**src/rtl/hex_entry_input_pkg.sv**
```systemverilog
// hex_entry_input_pkg
//   Shared definitions for the hex entry front end: FSM state encoding,
//   target register select codes and the default legal register count.
package hex_entry_input_pkg;

    typedef enum logic [1:0] {
        ST_ENTRY = 2'd0,
        ST_SEND  = 2'd1,
        ST_ERR   = 2'd2
    } state_t;

    localparam logic [2:0] REG_RA = 3'd0;
    localparam logic [2:0] REG_RB = 3'd1;
    localparam logic [2:0] REG_RZ = 3'd2;
    localparam logic [2:0] REG_RM = 3'd3;
    localparam logic [2:0] REG_RY = 3'd4;

    localparam int unsigned NUM_REGS_DEFAULT = 5;

endpackage

```
**src/rtl/hex_entry_input_key_debouncer.sv**
```systemverilog
// key_debouncer
//   Synchronizes one active-low pushbutton, debounces it and emits a
//   single-cycle pulse when the debounced key becomes pressed.
// Ports:
//   clk    in   system clock
//   reset  in   asynchronous, active-high reset
//   key_n  in   raw pushbutton, active-low, asynchronous
//   press  out  1-cycle pulse on debounced released->pressed transition
module key_debouncer #(
    parameter int unsigned DEBOUNCE_CYCLES = 250000,
    parameter int unsigned CNT_W           = 18
) (
    input  logic clk,
    input  logic reset,
    input  logic key_n,
    output logic press
);

    // Internally the key is tracked active-high (1 = pressed).
    logic             sync1;
    logic             sync2;
    logic             level;
    logic [CNT_W-1:0] cnt;

    always_ff @(posedge clk or posedge reset) begin
        if (reset) begin
            sync1 <= 1'b0;
            sync2 <= 1'b0;
            level <= 1'b0;
            cnt   <= '0;
            press <= 1'b0;
        end else begin
            sync1 <= ~key_n;
            sync2 <= sync1;
            press <= 1'b0;
            if (sync2 == level) begin
                cnt <= '0;
            end else if (cnt == CNT_W'(DEBOUNCE_CYCLES - 1)) begin
                // Level accepted; only the pressed direction yields an event.
                level <= sync2;
                cnt   <= '0;
                press <= sync2;
            end else begin
                cnt <= cnt + CNT_W'(1);
            end
        end
    end

endmodule

```
**src/rtl/hex_entry_input.sv**
```systemverilog
// hex_entry_input
//   Operator hex-entry front end: assembles a 32-bit word one nibble at a
//   time from switches, then issues one valid/ready register write.
// Ports:
//   clk, reset      clock, asynchronous active-high reset
//   sw_nibble       hex digit switches (asynchronous)
//   sw_reg_sel      target register switches (asynchronous)
//   key_enter_n     shift nibble into word (active-low)
//   key_commit_n    send word to register (active-low)
//   key_clear_n     discard entry / clear error (active-low)
//   wr_valid/ready  write handshake toward register file
//   wr_reg_sel      target register of current write
//   wr_data         write data
//   entry_word      word under construction (preview)
//   nibble_count    nibbles entered, 0..8
//   err             illegal register select at commit
module hex_entry_input
    import hex_entry_input_pkg::*;
#(
    parameter int unsigned DEBOUNCE_CYCLES = 250000,
    parameter int unsigned CNT_W           = 18,
    parameter int unsigned NUM_REGS        = NUM_REGS_DEFAULT
) (
    input  logic        clk,
    input  logic        reset,
    input  logic [3:0]  sw_nibble,
    input  logic [2:0]  sw_reg_sel,
    input  logic        key_enter_n,
    input  logic        key_commit_n,
    input  logic        key_clear_n,
    output logic        wr_valid,
    input  logic        wr_ready,
    output logic [2:0]  wr_reg_sel,
    output logic [31:0] wr_data,
    output logic [31:0] entry_word,
    output logic [3:0]  nibble_count,
    output logic        err
);

    logic enter_ev;
    logic commit_ev;
    logic clear_ev;

    key_debouncer #(.DEBOUNCE_CYCLES(DEBOUNCE_CYCLES), .CNT_W(CNT_W)) u_enter (
        .clk(clk), .reset(reset), .key_n(key_enter_n), .press(enter_ev)
    );
    key_debouncer #(.DEBOUNCE_CYCLES(DEBOUNCE_CYCLES), .CNT_W(CNT_W)) u_commit (
        .clk(clk), .reset(reset), .key_n(key_commit_n), .press(commit_ev)
    );
    key_debouncer #(.DEBOUNCE_CYCLES(DEBOUNCE_CYCLES), .CNT_W(CNT_W)) u_clear (
        .clk(clk), .reset(reset), .key_n(key_clear_n), .press(clear_ev)
    );

    // Switch synchronizers
    logic [3:0] nib_s1, nib_sync;
    logic [2:0] sel_s1, sel_sync;

    always_ff @(posedge clk or posedge reset) begin
        if (reset) begin
            nib_s1   <= '0;
            nib_sync <= '0;
            sel_s1   <= '0;
            sel_sync <= '0;
        end else begin
            nib_s1   <= sw_nibble;
            nib_sync <= nib_s1;
            sel_s1   <= sw_reg_sel;
            sel_sync <= sel_s1;
        end
    end

    state_t      state, state_next;
    logic [31:0] word_next;
    logic [3:0]  count_next;
    logic [31:0] data_next;
    logic [2:0]  sel_next;

    always_ff @(posedge clk or posedge reset) begin
        if (reset) begin
            state        <= ST_ENTRY;
            entry_word   <= '0;
            nibble_count <= '0;
            wr_data      <= '0;
            wr_reg_sel   <= '0;
        end else begin
            state        <= state_next;
            entry_word   <= word_next;
            nibble_count <= count_next;
            wr_data      <= data_next;
            wr_reg_sel   <= sel_next;
        end
    end

    always_comb begin
        state_next = state;
        word_next  = entry_word;
        count_next = nibble_count;
        data_next  = wr_data;
        sel_next   = wr_reg_sel;
        unique case (state)
            ST_ENTRY: begin
                // Priority clear > commit > enter; losers are dropped.
                if (clear_ev) begin
                    word_next  = '0;
                    count_next = '0;
                end else if (commit_ev) begin
                    if (nibble_count != 4'd0) begin
                        if (32'(sel_sync) >= NUM_REGS) begin
                            state_next = ST_ERR;
                        end else begin
                            data_next  = entry_word;
                            sel_next   = sel_sync;
                            state_next = ST_SEND;
                        end
                    end
                end else if (enter_ev && nibble_count < 4'd8) begin
                    word_next  = {entry_word[27:0], nib_sync};
                    count_next = nibble_count + 4'd1;
                end
            end
            ST_SEND: begin
                // Keys are ignored here; the write always completes.
                if (wr_ready) begin
                    state_next = ST_ENTRY;
                    word_next  = '0;
                    count_next = '0;
                end
            end
            ST_ERR: begin
                if (clear_ev) begin
                    state_next = ST_ENTRY;
                    word_next  = '0;
                    count_next = '0;
                end
            end
            default: state_next = ST_ENTRY;
        endcase
    end

    // Decoded straight from the state flops so reset drops them at once.
    assign wr_valid = (state == ST_SEND);
    assign err      = (state == ST_ERR);

endmodule

```
**config.mk**
```make
export PLATFORM = sky130hd
export DESIGN_NAME = hex_entry_input
export DESIGN_NICKNAME = d
export VERILOG_FILES = /design/src/rtl/hex_entry_input_pkg.sv /design/src/rtl/hex_entry_input_key_debouncer.sv /design/src/rtl/hex_entry_input.sv
export SDC_FILE = /design/constraint.sdc
export NUM_CORES = 1
export LEC_CHECK = 0
export ABC_CLOCK_PERIOD_IN_PS = 5950
export CORE_AREA = 2 2 167 169
export CTS_CLUSTER_DIAMETER = 200
export DETAILED_ROUTE_END_ITERATION = 10
export DIE_AREA = 0 0 169 171
export HOLD_SLACK_MARGIN = 0.05
export SYNTH_ARGS = -nofsm -noshare
export SYNTH_HDL_FRONTEND = slang
export SYNTH_SLANG_ARGS = --single-unit
```
**constraint.sdc**
```tcl
create_clock -name clk -period 5.95 [get_ports clk]
set_clock_uncertainty 0.15 [all_clocks]
set_input_delay 0.8925 -clock clk [delete_from_list [all_inputs] [get_ports clk]]
set_output_delay 0.8925 -clock clk [all_outputs]
set_load 0.005 [all_outputs]
```
== Word-level counts from Yosys, hierarchy flattened ==
Cells that the tools add are included.
Storage, ports and cells
  register bits: 153
  bits in latches: 0
  bits in writable memories: 0
  ROM bits: 0
  output and inout port bits: 73
  word-level logic and storage cells: 94
  memories kept: 0
Operators by class
  add/subtract/negate cells: 4
  multiply operators: 0
  divide/modulo/power cells: 0
  order comparisons: 2
  equality and inequality tests: 15
  shifts and indexed selects: 0
  muxes and demuxes: 31
  bitwise gates (word level): 8
  reduce and logical (&&, ||, !) cells: 10
Operators with widths (count)
  32-bit 2-to-1 mux: 5
  18-bit 2-to-1 mux: 6
  32-bit one-hot mux with 3 select lines: 1
  18-bit by 1-bit adder with 18-bit output, second input constant: 3
  18-bit == test, second input constant: 3
  4-bit 2-to-1 mux: 5
  5-bit AND reduction: 3
  2-bit 2-to-1 mux: 6
  4-bit one-hot mux with 3 select lines: 1
  1-bit inverter: 8
  1-bit 2-to-1 mux: 6
  2-bit by 1-bit != test with 1-bit output, second input constant: 3
  3-bit by 2-bit != test with 1-bit output, second input constant: 2
  2-bit one-hot mux with 3 select lines: 1
  2-bit AND reduction: 3
  4-bit by 1-bit adder with 4-bit output, second input constant: 1
  4-bit less-than comparator, second input constant: 1
  2-bit != test, second input constant: 2
  4-bit nonzero test: 1
  1-bit == test: 3
  3-bit greater-or-equal comparator, second input constant: 1
  3-bit nonzero test: 1
  2-bit by 1-bit == test with 1-bit output, second input constant: 1
  2-bit == test, second input constant: 1
  2 further kinds: 2

== Longest topological paths before layout ==
  depth after elaboration: 6
  depth in mapped cells: 8
  gate-level depth less buffers: 6

== Modules after synthesis ==
A second synthesis with hierarchy kept.
Second synthesis, totals
  cell total of the unflattened synthesis: 597
  area total of the unflattened synthesis: 6880.3 um^2
By module, submodules not included
  hex_entry_input: times used 1, cells each 282, area each 3502.1 um^2, sequential area each 2177.1 um^2
  key_debouncer: times used 3, cells each 105, area each 1126.1 um^2, sequential area each 550.5 um^2

== Worst setup path before layout ==
OpenSTA, ideal clock, no wires.
  kind: register -> register
  start point: register nibble_count[0]
  end point: register wr_data[10]
  library setup time: 0.125 ns
  data arrival time: 1.817 ns
  data required time: 5.675 ns
  slack: 3.858 ns
  stages on the path, launching flop included: 9
  buffers on the path: 2
  cell sequence: dfrtp_1 > inv_1 > ha_1 > or3b_1 > nand4b_1 > nor2b_1 > buf_2 > buf_2 > mux2_2
Between the ends
  word-level cells in the longest chain between the ends: 2
Ends and longest elaborated chain
  from (decl): RTL line hex_entry_input.sv:36  | output logic [3:0] nibble_count,
  from (signal assigned): RTL line hex_entry_input.sv:88  | nibble_count <= count_next;
  4-bit nonzero test: RTL line hex_entry_input.sv:107  | if (nibble_count != 4'd0) begin
  5-bit AND reduction (no source line)
  to (signal assigned): RTL line hex_entry_input.sv:89  | wr_data <= data_next;
  to (decl): RTL line hex_entry_input.sv:34  | output logic [31:0] wr_data,
Every way passes these cells.
A chain may end at the register's enable or synchronous reset.

== Worst setup path in the final report ==
  start point: register nibble_count[0]
  end point: register wr_reg_sel[1]
Between the ends
  word-level cells in the longest chain between the ends: 2
Ends and longest elaborated chain
  4-bit nonzero test: RTL line hex_entry_input.sv:107
  5-bit AND reduction (no source line)
  to (signal assigned): RTL line hex_entry_input.sv:90  | wr_reg_sel <= sel_next;
  to (decl): RTL line hex_entry_input.sv:33  | output logic [2:0] wr_reg_sel,
Every way passes these cells.

==> impl_metrics.py <==
metrics = {
    "global_routing": {
        "grt_max_degree": 111,
        "vias_in_the_first_global_route": 4187,
        "number_of_antenna_violations_at_the_first_check_in_global_routing": 0,
        "grt_pass1_wl_mm": 21.45,
        "global_route_overflow": 0,
        "grt_util_all_layers": 0.09301,
    },
    "pwr": {
        "power-per-cell-area_mw_per_mm2": 257.3,
        "leakage_nw": 3.415,
        "power.ir.vdd_worst_v": 0.0001711,
    },
    "timing": {
        "finalMaxSlewViolations": 0,
        "max_freq_mhz": 369.7,
        "finalCriticalPeriod_ns": 2.705,
        "hold_viol_final": 0,
        "final-setup-viol-count": 0,
        "fin_crit_sh": 0.4545,
        "slew-limit-headroom": 0.1998,
        "timing.setup.tns_ns": 0,
        "hold-worst-slack_ns": 0.1923,
        "timing_worst_slew_pin_value_ns": 1.192,
        "grt_setup_unrepaired": "false",
    },
    "final_layout": {
        "antenna_cells_inserted": 0,
        "nets": 697,
        "n_fill_cell": 2820,
        "final_design_area_no_fill_mm2": 0.008244,
        "postLayoutCoreUtil": 0.3017,
        "finish.cell_count_without_fillers": 1034,
        "drive_gt1_frac": 0.1148,
        "synth_to_final_area_change_pct": 28.29,
    },
    "detailed_routing": {
        "drtIter0Drc": 296,
        "vias_per_cell": 4.257,
        "detail_route.drc_violations": 0,
        "route.final.wire_length_mm": 12.86,
        "route.vias.total": 4402,
        "drt_first_pass_iters": 4,
        "wire_per_inst_um": 12.44,
        "ant_nets": 0,
    },
    "synthesis": {
        "synth_largest_type_area_fraction": 0.5958,
        "synthFlopType": "dfrtp_1",
        "synth_sequential_area_ratio": 0.5958,
        "dominant_cells_by_area_after_synthesis": "dfrtp_1 60%, mux2_2 6.3%, xnor2_1 4.9%",
        "async_reset_ff_frac": 1.000,
        "post_synth_most_frequent_cells": "153 x dfrtp_1, 80 x nand2_1, 62 x nor2_1, 43 x o21ai_0",
        "yosys_register_bits": 153,
        "synth_edf_count": 0,
        "netlist_instances": 587,
        "netlist_area_mm2": 0.006426,
        "synth_most_common_cell": "dfrtp_1",
        "post_synth.cell_area_avg_um2": 10.95,
        "dominant_cell_type_by_area_after_synthesis": "dfrtp_1",
        "ys_warn_count": 0,
        "synthDistinctLibCells": 42,
        "syn-num-nets": 609,
    },
    "setup_path": {
        "crit_chain": "inv_1 > ha_1 > or3b_1 > nand4b_1 > nor2b_4 > mux2_2",
        "critical_path.top_delay_family": "simple AND/OR/NAND/NOR gates",
        "critPathKind": "flop to flop",
        "cp_max_stage_cell": "nor2b_4",
        "critPathCaptureType": "flop",
        "critPathMaxFanout": 35,
        "worstPathRequired_ns": 6.10,
        "arrival_ns": 2.86,
        "cp.buffers_inverters": 1,
        "timing.critical_path.from_type": "flop",
        "critical-path-max-stage-delay_ns": 0.87,
    },
    "floorplanning": {
        "die_x_um": 169,
        "fp-row-count": 61,
        "die-area_mm2": 0.02890,
        "ios": 86,
        "die_h_um": 171,
        "initial_core_util": 0.2352,
        "fp.coreArea_mm2": 0.02732,
    },
    "hold_path": {
        "hold_path.class": "flop to flop",
    },
    "placement": {
        "dpl.hpwl_mm": 8.786,
        "instance_area_at_placement_mm2": 0.007687,
        "dpl.cell_count": 1002,
        "gp_congestion": 0.7867,
        "port-buffer-count": 85,
    },
    "clock_network": {
        "clock-root-buffer": "clkbuf_16",
        "tritoncts": "built",
        "clkSlewWorstSetupHoldPaths_ns": 0.07,
        "clock_tree.htree_level_count": 4,
        "post-cts-setup-buffer-count": 0,
        "postCtsResizedCells": 0,
        "cts_made_buffers": 17,
        "ctsLongestPathBuffers": 2,
        "clock_insertion_delay_at_the_later_pin_of_the_skew_report_ns": 0.42,
        "post_cts_hold_buffer_count": 0,
        "clock_sinks": 153,
    },
    "job": {
        "drv_cap": 0,
    },
    "outcome": {
        "result_of_the_run": "complete, no violations",
    },
}
## flip-flops by register name, indices dropped and copies added (netlist names), 2 cells and up
signal        flops
entry_word       32
state             2
u_enter.cnt      18
nib_sync          4
wr_data          32
wr_reg_sel        3
sel_sync          3
nib_s1            4
u_clear.cnt      18
nibble_count      4
sel_s1            3
u_commit.cnt     18
## metrics by stage
stage / power (mW) / worst slack, ns
5_1_grt: 2.210 / 3.038
3_3_place_gp: 1.128 / 3.055
3_5_place_dp: 1.129 / 3.039
2_1_floorplan: 1.107 / 0.7861
6_report: 2.121 / 3.245
4_1_cts: 2.161 / 3.202
## kinds of logic after synthesis
kind of cell             Yosys count  synth area share
AND/OR/NAND/NOR                  244            0.1828
flip-flops                       153            0.5958
AO/OA/AOI/OAI                     58           0.05082
XOR/XNOR                          47           0.06406
buffers and inverters             39           0.02434
multiplexers                      37           0.06464
adder cells (fa/ha/maj)            9           0.01752
## metal layers
metal / GRT usage / share of wire / up-vias
li1: - / - / 2189
met1: 0.1261 / 0.50 / 2100
met2: 0.1401 / 0.44 / 105
met3: 0.03585 / 0.056 / 8
met4: 0.02230 / 0.0066 / 0
met5: 0 / 0 / -
## worst paths after layout
| path | startpoint | endpoint | slack (ns) | cells after the start |
|---|---|---|---|---|
| max | nibble_count[0] | wr_reg_sel[1] | 3.25 | 6 |
| min | nib_s1[1] | nib_sync[1] | 0.19 | 0 |
| max reg2reg | nibble_count[0] | wr_reg_sel[1] | 3.25 | 6 |
| min reg2reg | nib_s1[1] | nib_sync[1] | 0.19 | 0 |
| max in group asynchronous | reset | entry_word[26] | 3.60 | 3 |
| min in group asynchronous | reset | u_enter.sync1 | 0.90 | 2 |
## final cells by class
type / count / area (um2) / share of cell area
inverter: 19 / 76.32 / 0.009258
clock buffer: 18 / 429.2 / 0.05206
clock inverter: 14 / 127.6 / 0.01548
sequential: 153 / 3829 / 0.4644
timing repair buffer: 89 / 880.8 / 0.1068
multi-input combinational: 395 / 2469 / 0.2994
tap: 346 / 432.9 / 0.05251
## cells in the final DEF (no fill, tap or decap), types with 2 or more instances in the layout
cell type        count
a21oi_1              3
inv_1               18
ha_1                 9
inv_6                5
nor3_1              14
a21o_1               2
nor2b_1              3
clkinv_4             2
nor2_1              61
xor2_1              11
nand4b_1             3
nand2_1             80
mux2_2              36
inv_8                4
buf_4                4
nor4b_1              2
nor3b_1              2
nand4_1             23
dfrtp_1            153
clkbuf_16           17
clkdlybuf4s50_1     85
or3_1                2
nand2b_1             6
nand3_1             15
o21ai_0             43
and3_1               5
clkinvlp_4           4
o31ai_1              2
nor4_1              18
xnor2_1             36
## report_power, final
group          leakage [nW]  switching (mW)  internal (mW)
Sequential             2.08         0.00837           1.05
Combinational          1.07          0.0321         0.0143
Clock                 0.262           0.464          0.550
Note: power is estimated with default switching activity, not from simulation.
==> variant 1 (same settings) <==
`DEBOUNCE_CYCLES` is set to 250000 in 2 places; all go to 125000.
--- a/src/rtl/hex_entry_input_key_debouncer.sv
+++ b/src/rtl/hex_entry_input_key_debouncer.sv
@@ -7,7 +7,7 @@
 //   key_n  in   raw pushbutton, active-low, asynchronous
 //   press  out  1-cycle pulse on debounced released->pressed transition
 module key_debouncer #(
-    parameter int unsigned DEBOUNCE_CYCLES = 250000,
+    parameter int unsigned DEBOUNCE_CYCLES = 125000,
     parameter int unsigned CNT_W           = 18
 ) (
     input  logic clk,
--- a/src/rtl/hex_entry_input.sv
+++ b/src/rtl/hex_entry_input.sv
@@ -17,7 +17,7 @@
 module hex_entry_input
     import hex_entry_input_pkg::*;
 #(
-    parameter int unsigned DEBOUNCE_CYCLES = 250000,
+    parameter int unsigned DEBOUNCE_CYCLES = 125000,
     parameter int unsigned CNT_W           = 18,
     parameter int unsigned NUM_REGS        = NUM_REGS_DEFAULT
 ) (
Formal check against the unedited RTL: no difference found for any inputs over 10 cycles, from zero or initial values and one cycle with reset high; that may be too few to reach the edited logic, so the function may still have changed.
==> variant 1 against the original RTL <==
Global-route usage increased by 0.68 points; power about the same; routed wire length increased by 4.8%; sequential cell count unchanged; cell area increased by 0.23%; synthesized area increased by 0.35%; sequential share of layout area decreased by 0.11 points; combinational power about the same; count of clock-buffer cells in the layout increased by 2; worst setup slack improved by 0.0049 ns; largest cell class unchanged.
==> variant 1: results (changes against the original RTL) <==
setup_tns_ns: 0  # unchanged
maxCapViolations: 0  # unchanged
numCtsBuffers: 17  # unchanged
async_flop_share_pct: 100  # unchanged
synth_cell_types: 46  # was 42
yosys-top-cells-area: "dfrtp_1, mux2_2, nand2_1"  # was dfrtp_1, mux2_2, xnor2_1
syn_nets: 602  # was 609
ir_worst_vdd_v: 0.000176  # was 0.000171 V
relSlewSlack_pct: 16.7  # was 20.0%
whs_path_depth: 0  # unchanged
synth_commonest_cells: "dfrtp_1, nand2_1, nor2_1"  # unchanged
arrival_ns: 2.86  # about the same
status: "completed"  # unchanged
detail_route.wl_per_cell_um: 13.1  # was 12.4 µm
grt_pass1_wl_mm: 23.1  # was 21.4 mm
grt_start_max_net_pins: 114  # was 111
layout.nets: 690  # was 697
syn_inst: 580  # was 587
antenna_found_initial: 0  # unchanged
drive_above_1_share_pct: 12.1  # was 11.5%
grt_pass1_vias: 4411  # was 4187
first_pass_iters: 4  # unchanged
synth-seq-area-share_pct: 59.4  # was 59.6%
clkTransAtPathRegs_ns: 0.06
numPortBuffers: 85  # unchanged
place_congestion: 0.793  # was 0.787
num_vias: 4459  # was 4402
grt_usage_pct: 9.99  # was 9.30%
leakage_uw: 0.00341  # was 0.00342 µW
clock-root-buffer: "clkbuf_16"  # unchanged
cts_max_level: 4  # unchanged
layoutNonFillerInstCount: 1025  # was 1034
rr_worst_depth: 6  # unchanged
drt_iter0_drc: 316  # was 296
reg.largest.list: "entry_word: 32 flops, wr_data: 32 flops"  # unchanged
antenna_cells: 0  # unchanged
dp_hpwl_mm: 9.12  # was 8.79 mm
fillerInstances: 2805  # was 2820
crit_fanout: 35  # unchanged
cts_resized: 0  # unchanged
-- variant 1: cell type report --
type,count,share of cell area (%)
flip-flops and latches,153,46.3
multi-input cells,392,30.4
repair buffers,88,10.6
clock buffers,20,5.53
well taps,346,5.24
clock inverters,10,1.17
inverters,16,0.787
-- variant 1: power breakdown --
part | internal, µW | leakage (µW) | switching [µW]
Combinational | 14.2 | 0.00106 | 32.0
Sequential | 1050 | 0.00208 | 9.65
Clock | 593 | 0.000261 | 419
Total | 1660 | 0.00341 | 461
-- variant 1: logic make-up (layout without fill, tap and decap cells) --
| group | count (synthesis) | in the layout | share of synthesized area [%] |
|---|---|---|---|
| buffers and inverters | 35 | 134 | 2.13 |
| multiplexers | 40 | 40 | 6.98 |
| AO/OA/AOI/OAI | 57 | 57 | 4.81 |
| AND/OR/NAND/NOR | 241 | 241 | 18.8 |
| adder cells (fa/ha/maj) | 9 | 9 | 1.75 |
| XOR/XNOR | 45 | 45 | 6.11 |
| flip-flops | 153 | 153 | 59.4 |
-- variant 1: critical path, stage by stage, from the launching register on --
cell	delay, ns
dfrtp_1	0.46
inv_1	0.07
ha_1	0.18
or3b_1	0.18
nand4b_1	0.23
nor2b_4	0.86
mux2_2	0.42
-- variant 1: path summary, 6_finish.rpt --
kind | end | startpoint | slack (ns)
setup / recovery | wr_data[4] | nibble_count[0] | 3.25
hold / removal | nib_sync[3] | nib_s1[3] | 0.20
setup reg to reg | wr_data[4] | nibble_count[0] | 3.25
hold reg to reg | nib_sync[3] | nib_s1[3] | 0.20
max in group asynchronous | entry_word[0] | reset | 3.57
min in group asynchronous | wr_data[30] | reset | 0.92
-- variant 1: per-layer routing --
layer	global-route usage [%]	part of all wire [%]	wire, µm	up-vias
met5	0	0	0	-
met4	2.97	0.89	120	0
met3	3.12	5.2	697	10
met2	14.5	42	5700	110
met1	14.2	52	6960	2173
li1	-	-	-	2166
-- variant 1: through the flow --
step	setup WS, ns	power, µW	cell area, µm²
2_1_floorplan	0.786	1110	6450
3_3_place_gp	3.03	1130	7710
3_5_place_dp	3.02	1130	7710
4_1_cts	3.21	2150	8260
5_1_grt	3.09	2220	8260
6_report	3.25	2120	8260
==> variant 2 (same flow settings) <==
Made on the original files. The 3 states of `state_t` get a one-hot encoding in 3 bits.
--- a/src/rtl/hex_entry_input_pkg.sv
+++ b/src/rtl/hex_entry_input_pkg.sv
@@ -3,10 +3,10 @@
 //   target register select codes and the default legal register count.
 package hex_entry_input_pkg;
 
-    typedef enum logic [1:0] {
-        ST_ENTRY = 2'd0,
-        ST_SEND  = 2'd1,
-        ST_ERR   = 2'd2
+    typedef enum logic [2:0] {
+        ST_ENTRY = 3'b001,
+        ST_SEND  = 3'b010,
+        ST_ERR   = 3'b100
     } state_t;
 
     localparam logic [2:0] REG_RA = 3'd0;
Behaviour: same outputs for any inputs over 10 cycles, from zero or initial values and one cycle with reset high; not proved beyond that.
==> variant 2 against the original RTL <==
Critical path depth fell by 4; power rose by 2.6%; sequential cell count rose by 1; synthesized area fell by 1.7%; sequential share of layout area rose by 0.95 points; worst setup slack got worse by 0.21 ns; cell area fell by 1.3%; routed wire length rose by 2.1%; non-clock buffer count fell by 1.
==> variant 2: results (changes against the original RTL) <==
arrival_ns: 1.88  # was 2.86 ns
relSlewSlack_pct: 35.5  # was 20.0%
gr-usage-met2_pct: 14.1  # was 14.0%
leakage_uw: 0.00347  # was 0.00342 µW
avgViaCountPerCell: 4.32  # was 4.26
use_met3_pct: 2.48  # was 3.59%
timing.rr.end: "wr_data[25]"  # was wr_reg_sel[1]
place_congestion: 0.759  # was 0.787
layout.nets: 613  # was 697
grt_pass1_wl_mm: 21.8  # was 21.4 mm
synth-seq-area-share_pct: 61.0  # was 59.6%
hold_slack_ns: 0.197  # was 0.192 ns
grt_pass1_vias: 4127  # was 4187
drt-met1-wl_mm: 6.66  # was 6.38 mm
drt_iter0_drc: 255  # was 296
synth_cell_types: 41  # was 42
crit_fanout: 7  # was 35
grt_usage_pct: 9.42  # was 9.30%
status: "completed"  # unchanged
hold_start: "u_clear.sync1"  # was nib_s1[1]
fillerInstances: 2787  # was 2820
ir_worst_vdd_v: 0.000150  # was 0.000171 V
grt_start_max_net_pins: 107  # was 111
detail_route.wl_per_cell_um: 13.8  # was 12.4 µm
wl_met2_mm: 5.90  # was 5.68 mm
use_met1_pct: 13.3  # was 12.6%
met3WireLength_um: 452  # was 721 µm
syn_nets: 522  # was 609
rrSetupSlack_ns: 3.43  # was 3.25 ns
drive_above_1_share_pct: 13.7  # was 11.5%
place_ws_ns: 2.97  # was 3.04 ns
dp_hpwl_mm: 8.61  # was 8.79 mm
## variant 2: area by class of cell
| type | instances | area (µm²) | share of cell area [%] |
|---|---|---|---|
| clock buffers | 20 | 437 | 5.37 |
| clock inverters | 12 | 141 | 1.74 |
| inverters | 13 | 53.8 | 0.661 |
| multi-input cells | 321 | 2340 | 28.8 |
| flip-flops and latches | 154 | 3850 | 47.4 |
| well taps | 346 | 433 | 5.32 |
| repair buffers | 88 | 873 | 10.7 |
## variant 2: metrics by stage
stage          utilization, %  cell area [µm²]  cells
5_1_grt                  29.8             8130    954
6_report                 29.8             8130    954
3_5_place_dp             27.7             7560    922
3_3_place_gp             27.7             7560    922
4_1_cts                  29.8             8130    954
2_1_floorplan               -             6320    504
## variant 2: worst max path at each step
stage,startpoint,to,slack (ns),cells past startpoint
3_3_place_gp,reset,entry_word[14],2.96,3
3_5_place_dp,reset,wr_data[16],2.97,3
5_1_grt,state[1],wr_valid,2.93,2
2_1_floorplan,reset,entry_word[0],0.76,1
6_report,state[1],wr_valid,3.03,2
4_1_cts,state[1],wr_valid,2.97,2
## variant 2: where the power goes
group          internal [µW]  leakage (µW)  total, µW  switching, µW
clock network            625      0.000270       1060            438
logic                   14.9       0.00112       46.5           31.6
registers               1060       0.00208       1070           8.24
## variant 2: cell families (layout without fill, tap and decap cells)
group / after synthesis / after routing / synth area share [%]
buffers and inverters: 29 / 133 / 1.98
muxes: 39 / 39 / 7.05
DFF: 154 / 154 / 61.0
xor gates and xnor gates: 47 / 47 / 6.51
adders and majority gates: 5 / 5 / 0.990
and+or+nand+nor: 173 / 173 / 14.6
AOI/OAI and AO/OA: 57 / 57 / 7.84
## variant 2: critical path, stage by stage (launching register included)
cell and delay, ns:
dfrtp_1 0.45, nor3b_1 0.42, clkdlybuf4s50_1 0.60
